## config.mk

```make
export PLATFORM = sky130hd
export DESIGN_NAME = pipe_skid_stage
export DESIGN_NICKNAME = d
export VERILOG_FILES = /design/src/rtl/pipe_skid_stage.sv
export SDC_FILE = /design/constraint.sdc
export NUM_CORES = 1
export LEC_CHECK = 0
export ABC_AREA = 1
export BUFFER_PORTS_ARGS = -buffer_cell sky130_fd_sc_hd__buf_2
export CORE_ASPECT_RATIO = 1.25
export CORE_MARGIN = 2
export CORE_UTILIZATION = 45
export CTS_CLUSTER_SIZE = 24
export DETAILED_ROUTE_END_ITERATION = 6
export PLACE_DENSITY = 0.68
export SLEW_MARGIN = 20
export SYNTH_ARGS = -nofsm -noshare
export SYNTH_HDL_FRONTEND = slang
export SYNTH_SLANG_ARGS = --single-unit
```

## constraint.sdc

```tcl
create_clock -name clk -period 2.6 [get_ports clk]
set_input_delay 0.39 -clock clk [delete_from_list [all_inputs] [get_ports clk]]
set_output_delay 0.39 -clock clk [all_outputs]
set_load 0.03 [all_outputs]
```

## src/rtl/pipe_skid_stage.sv

```systemverilog
// Pipeline stage with optional two-entry skid buffer, exception-triggered drain
// mode and a saturating counter of idle output cycles.
module pipe_skid_stage #(
    parameter int DATA_W = 32,
    parameter int EXC_W  = 9,
    parameter int SKID   = 1,
    parameter int CNT_W  = 16
) (
    input  logic              clk,
    input  logic              rst,
    input  logic              in_valid,
    output logic              in_ready,
    input  logic [DATA_W-1:0] in_data,
    input  logic [EXC_W-1:0]  in_exc,
    input  logic              flush,
    output logic              out_valid,
    input  logic              out_ready,
    output logic [DATA_W-1:0] out_data,
    output logic [EXC_W-1:0]  out_exc,
    output logic              out_exc_any,
    output logic [1:0]        occupancy,
    output logic [CNT_W-1:0]  bubble_cnt
);

    typedef enum logic {
        RUN   = 1'b0,
        DRAIN = 1'b1
    } state_t;

    state_t              state_q, state_d;
    logic [1:0]          occ_q, occ_d;
    logic [DATA_W-1:0]   head_data_q, head_data_d;
    logic [EXC_W-1:0]    head_exc_q, head_exc_d;
    logic [DATA_W-1:0]   skid_data_q, skid_data_d;
    logic [EXC_W-1:0]    skid_exc_q, skid_exc_d;
    logic                in_ready_q, in_ready_d;
    logic [CNT_W-1:0]    bubble_q, bubble_d;
    logic                in_hs;
    logic                out_hs;

    // The head register drives the outputs directly; in DRAIN nothing is presented.
    assign out_valid   = (state_q == RUN) && (occ_q != 2'd0);
    assign out_data    = head_data_q;
    assign out_exc     = head_exc_q;
    assign out_exc_any = out_valid && (|head_exc_q);
    assign occupancy   = occ_q;
    assign bubble_cnt  = bubble_q;

    // Skid mode uses the registered ready; single-entry mode lets a draining head make room.
    assign in_ready = (SKID != 0) ? in_ready_q : (!out_valid || out_ready);

    assign in_hs  = in_valid && in_ready;
    assign out_hs = out_valid && out_ready;

    // Next-state computation: flush dominates, DRAIN swallows input, RUN moves the FIFO.
    always_comb begin
        state_d     = state_q;
        occ_d       = occ_q;
        head_data_d = head_data_q;
        head_exc_d  = head_exc_q;
        skid_data_d = skid_data_q;
        skid_exc_d  = skid_exc_q;
        bubble_d    = bubble_q;

        if ((state_q == RUN) && !out_valid && (bubble_q != {CNT_W{1'b1}})) begin
            bubble_d = bubble_q + CNT_W'(1);
        end

        if (flush) begin
            state_d = RUN;
            occ_d   = 2'd0;
        end else if (state_q == DRAIN) begin
            occ_d = 2'd0;
        end else if (out_hs && (|head_exc_q)) begin
            state_d = DRAIN;
            occ_d   = 2'd0;
        end else begin
            case (occ_q)
                2'd0: begin
                    if (in_hs) begin
                        head_data_d = in_data;
                        head_exc_d  = in_exc;
                        occ_d       = 2'd1;
                    end
                end
                2'd1: begin
                    if (out_hs && in_hs) begin
                        head_data_d = in_data;
                        head_exc_d  = in_exc;
                    end else if (out_hs) begin
                        occ_d = 2'd0;
                    end else if (in_hs) begin
                        skid_data_d = in_data;
                        skid_exc_d  = in_exc;
                        occ_d       = 2'd2;
                    end
                end
                default: begin
                    if (out_hs) begin
                        head_data_d = skid_data_q;
                        head_exc_d  = skid_exc_q;
                        if (in_hs) begin
                            skid_data_d = in_data;
                            skid_exc_d  = in_exc;
                        end else begin
                            occ_d = 2'd1;
                        end
                    end
                end
            endcase
        end

        in_ready_d = (state_d == DRAIN) || (occ_d != 2'd2);
    end

    // State register with synchronous reset taking priority over everything.
    always_ff @(posedge clk) begin
        if (rst) begin
            state_q     <= RUN;
            occ_q       <= 2'd0;
            head_data_q <= '0;
            head_exc_q  <= '0;
            skid_data_q <= '0;
            skid_exc_q  <= '0;
            in_ready_q  <= 1'b1;
            bubble_q    <= '0;
        end else begin
            state_q     <= state_d;
            occ_q       <= occ_d;
            head_data_q <= head_data_d;
            head_exc_q  <= head_exc_d;
            skid_data_q <= skid_data_d;
            skid_exc_q  <= skid_exc_d;
            in_ready_q  <= in_ready_d;
            bubble_q    <= bubble_d;
        end
    end

endmodule

```

### Word-level counts from Yosys, hierarchy flattened

Index checks and enable logic that the tools add are counted.

* bits in registers: 102
* output and inout bits: 62

* $add $sub $neg: 1
* bitwise gates (word level): 4
* eq/ne operators: 7
* reduce and logical (&&, ||, !) cells: 17
* muxes and demuxes: 31

Operator list (number)
* 2-to-1 mux 32 bit: 7
* case mux 32 bit (2 select lines): 2
* 2-to-1 mux 9 bit: 7
* case mux 9 bit (2 select lines): 2
* 2-to-1 mux 2 bit: 9
* adder 16 x 1 -> 16 bit (second input constant): 1
* != test 16 bit (second input constant): 1
* != test 2 bit (second input constant): 5
* OR reduction 9 bit: 1
* logical AND 1 bit: 8
* AND reduction 7 bit: 1
* AND reduction 6 bit: 1
* NOT 1 bit: 4
* case mux 2 bit (2 select lines): 1
* nonzero test 2 bit: 2
* 2-to-1 mux 1 bit: 3
* nonzero test 3 bit: 1
* == test 2 x 1 -> 1 bit (second input constant): 1
* zero test 2 bit: 1
* zero test 1 bit: 1
* logical OR 1 bit: 1

### Depth between registers and ports, before layout

* depth in word-level cells: 11
* mapped depth: 14
* mapped depth without buffers: 12

### Worst setup path before layout

OpenSTA, ideal clock, no wires.

* path type: reg2reg
* start: register occ_q[1], in the netlist occupancy[1]
* end: register skid_exc_q[8]
* period minus slack after synthesis: 2.183 ns
* data arrival time: 2.071 ns
* buffers on the path: 2
* data required time: 2.487 ns
* slack: 0.417 ns
* cell stages (with the launch flop): 12
* path through: dfxtp_1 -> buf_4 -> nor2_2 -> nor2_4 -> nand2_1 -> ha_1 -> nand2_1 -> nor3_2 -> nand3_2 -> buf_2 -> nor2_1 -> nor2_1

* word-level cells in the longest chain between the ends: 6
* elaborated cells between the ends (all ways): 14
* those cells by class: eq/ne: 3; mux: 1; bitwise: 2; reduce/logical: 8

Ends and longest elaborated chain
* from (decl): line 31 `logic [1:0] occ_q, occ_d;`
* from (signal assigned): line 120 `occ_q <= 2'd0;`
* from (signal assigned): line 129 `occ_q <= occ_d;`
* nonzero test 2 bit (*): line 42 `assign out_valid = (state_q == RUN) && (occ_q != 2'd0);`
* logical AND 1 bit (*): line 42
* net out_valid: line 16 `output logic out_valid,`
* logical AND 1 bit (*): line 53 `assign out_hs = out_valid && out_ready;`
* logical AND 1 bit, on equally long branches: line 87, 74
* != test 2 bit (no source line) or NOT 1 bit (tied branches)
* AND reduction 7 bit (no source line) (*)
* to (signal assigned): line 133 `skid_exc_q <= skid_exc_d;`
* to (decl): line 35 `logic [EXC_W-1:0] skid_exc_q, skid_exc_d;`

The timed path passes the listed nets; every way through them passes the cells marked *.
A chain may end at the register's enable or synchronous reset.

### Worst setup path in the final report

* start: register occ_q[1], in the netlist occupancy[1]
* end: output occupancy[1]

RTL lines
* to (decl): line 21 `output logic [1:0] occupancy,`

No word-level cell between the ends.

==> metrics.log <==
INFO  metric antenna_cells = 0
INFO  metric grt_antenna_before_repair = 0
INFO  metric post_cts.repair.setup_buffers = 0
INFO  metric synth_area_leaders = sky130_fd_sc_hd__dfxtp_1 (42%), sky130_fd_sc_hd__nor2_1 (15%), sky130_fd_sc_hd__nand2_1 (14%)
INFO  metric cts_resized = 0
INFO  metric yosys_register_bits = 102
INFO  metric number_of_max_cap_violations = 0
INFO  metric slew_margin_rel = 50.8%
INFO  metric timing.critical_path.from_type = flop
INFO  metric drt_first_pass_iters = 5
INFO  metric number_of_global_route_vias_before_repair = 4454
INFO  metric area.sequential = 0.00204 mm2
INFO  metric synth_sequential_area_ratio = 41.8%
INFO  metric ctsRootBufferMaster = sky130_fd_sc_hd__clkbuf_16
INFO  metric setup_slack = 0.535 ns
INFO  metric syn-cell-area = 0.00488 mm2
INFO  metric endpoint_kind = primary output
INFO  metric synth.yosys.warnings = 0
INFO  metric floorplan.die_area = 0.0117 mm2
INFO  metric detailedPlace.worstSlack = 0.666 ns
INFO  metric setup.worst_path.class = reg -> out
INFO  metric floorplan.die.height = 120 um
INFO  metric maxClockFrequency = 484 MHz
INFO  metric synthesis.instances = 721
INFO  metric io_buffers = 107
INFO  metric area_taken_by_multi_input_logic_gates = 0.00241 mm2
INFO  metric maxSlewViolCount = 0
INFO  metric clock_tree.buffer_depth = 2
INFO  metric cts.sink_count = 102
INFO  metric total_routing_usage_reported_by_global_routing = 20.1%
INFO  metric final.setup_skew = 0.00867 ns
INFO  metric min_period_over_period = 79.4%
INFO  metric final-hold-violation-count = 0
INFO  metric cts-htree-levels = 3
INFO  metric clk_transition_reported_paths = 0.07 ns
INFO  metric required = 2.21 ns
INFO  metric synth_area_leader_cell = sky130_fd_sc_hd__dfxtp_1
INFO  metric grt_max_degree = 83
INFO  metric vias_per_instance = 4.91
INFO  metric most_frequent_cells_in_the_layout = sky130_fd_sc_hd__nor2_1 (196), sky130_fd_sc_hd__nand2_1 (184), sky130_fd_sc_hd__buf_2 (107)
INFO  metric rsz0062_at_grt = false
INFO  metric max_slew.worst_pin.slew = 0.738 ns
INFO  metric hp-class = in -> reg
INFO  metric max-vdd-ir-drop = 315 uV
INFO  metric yosys.cell_types.count = 30
INFO  metric clk-insertion-delay-late = 0.35 ns
INFO  metric cts_made_buffers = 9
INFO  metric routed_wirelength = 11600 um
INFO  metric first_iter_violations = 246
INFO  metric setup_tns = 0 ns
INFO  metric die_width = 97.2 um
INFO  metric io_pins = 108
INFO  metric grt_first_pass_wirelength = 19500 um
INFO  metric dpl.hpwl = 8130 um
INFO  metric core = 0.0106 mm2
INFO  metric n_fill_cell = 1040
INFO  metric leakage = 2.84 nW
INFO  metric tritoncts = done
INFO  metric placementRows = 42
INFO  metric syn_area_per_cell = 6.77 um2
INFO  metric final_common_cell = sky130_fd_sc_hd__nor2_1
INFO  metric flow.area_growth_from_synthesis = 18.4%
INFO  metric finalCriticalPeriod = 2.07 ns
INFO  metric syn_nets = 769
INFO  metric net_count_final = 857
INFO  metric path_max_fanout = 43
INFO  metric holdBufCountCts = 0
INFO  metric ratio_of_cells_with_drive_above_1_in_the_final_layout = 17.7%
INFO  metric place_congestion = 0.880
INFO  metric total_overflow_reported_by_the_global_router = 0
INFO  metric drc_errors = 0
INFO  metric outcome = complete, no violations
INFO  metric p_per_area = 622 mW/mm2
INFO  metric yosysTopAreaCellShare = 41.8%
INFO  metric setup_viol_count_final = 0
INFO  metric routed-via-count = 4648
INFO  metric timing.critical_path.arrival = 1.68 ns
INFO  metric number_of_routed_nets_with_antenna_violations = 0
INFO  metric floorplan.initialDensity = 46.2%
INFO  metric routed_wire_length_per_instance = 12.3 um
[worst max-delay path, cell delays in order, from the launching register on]
cell and delay [ns]:
sky130_fd_sc_hd__dfxtp_2 0.40, sky130_fd_sc_hd__buf_4 0.59, sky130_fd_sc_hd__buf_2 0.33
[stage by stage]
stage	cell area (um2)	hold WS (ns)	power, mW	std cells	util (%)
2_1_floorplan	4880	0.468	2.10	721	-
3_5_place_dp	5480	0.468	2.28	930	51.9
3_3_place_gp	5480	0.463	2.27	930	51.9
6_report	5780	0.280	3.60	946	54.8
4_1_cts	5780	0.273	3.63	946	54.8
5_1_grt	5780	0.280	3.76	946	54.8
[power breakdown]
group          total (mW)  switching (mW)  internal, mW
clock                1.36           0.585         0.773
combinational       0.564           0.386         0.178
sequential           1.67          0.0435          1.63
[Yosys cell counts]
cell type                    n
sky130_fd_sc_hd__o21ai_0     6
sky130_fd_sc_hd__and2_1      1
sky130_fd_sc_hd__o21a_1      1
sky130_fd_sc_hd__o211ai_1    1
sky130_fd_sc_hd__nand2_2     2
sky130_fd_sc_hd__a21oi_1     9
sky130_fd_sc_hd__nand3_2     1
sky130_fd_sc_hd__nor2_4      2
sky130_fd_sc_hd__nand4_1     2
sky130_fd_sc_hd__o21ai_2     1
sky130_fd_sc_hd__buf_6       4
sky130_fd_sc_hd__nor2_1    196
sky130_fd_sc_hd__nor3_2      1
sky130_fd_sc_hd__nand3b_1    1
sky130_fd_sc_hd__nor3_1      9
sky130_fd_sc_hd__inv_1      59
sky130_fd_sc_hd__buf_1       7
sky130_fd_sc_hd__buf_4       1
sky130_fd_sc_hd__o21ai_1     1
sky130_fd_sc_hd__xor2_1      4
sky130_fd_sc_hd__clkbuf_1    3
sky130_fd_sc_hd__buf_2      22
sky130_fd_sc_hd__inv_2       5
sky130_fd_sc_hd__nor2_2      2
sky130_fd_sc_hd__mux2i_1    41
sky130_fd_sc_hd__nand3_1    49
sky130_fd_sc_hd__nand2_1   184
sky130_fd_sc_hd__ha_1        2
sky130_fd_sc_hd__dfxtp_1   102
sky130_fd_sc_hd__xnor2_1     2
[final timing paths]
path                                           startpoint                           end  slack (ns)  cells past startpoint
worst max-delay path              occupancy[1]$_SDFF_PP0_                  occupancy[1]        0.53                      2
worst min register to register  out_data[23]$_SDFFE_PP0P_     out_data[23]$_SDFFE_PP0P_        0.48                      2
worst min-delay path                          in_data[15]  skid_data_q[15]$_SDFFE_PP0P_        0.28                      3
worst max register to register    occupancy[0]$_SDFF_PP0_    skid_exc_q[7]$_SDFFE_PP0P_        0.61                     11
[state kept, by name, indices dropped and copies added, names as in the netlist]
signal / flops
state_q: 1
skid_exc_q: 9
bubble_cnt: 16
occupancy: 2
out_data: 32
in_ready: 1
out_exc: 9
skid_data_q: 32
[area by class of cell]
class,instances,share of cell area (%)
clock buffers,11,4.20
clock inverters,5,1.02
inverters,64,4.15
multi-input cells,518,41.6
flip-flops and latches,102,35.3
well taps,132,2.86
repair buffers,114,10.8
[layer usage]
layer | global-route usage, % | routed length, um | up-vias | share of wire [%]
met5 | 0 | 0 | - | 0
met4 | 8.63 | 305 | 0 | 2.6
met3 | 5.55 | 619 | 21 | 5.3
met2 | 36.1 | 5830 | 97 | 50
met1 | 22.3 | 4840 | 2144 | 42
li1 | - | - | 2386 | -
[cell families after synthesis]
family                   count (synthesis)  share of synthesized area (%)
AO/OA/AOI/OAI                           19                           2.13
flip-flops                             102                           41.8
AND/OR/NAND/NOR                        450                           37.1
multiplexers                            41                           8.40
adder cells (fa/ha/maj)                  2                          0.512
XOR/XNOR                                 6                           1.08
buffers and inverters                  101                           9.02
Note: power is estimated with default switching activity, not from simulation.
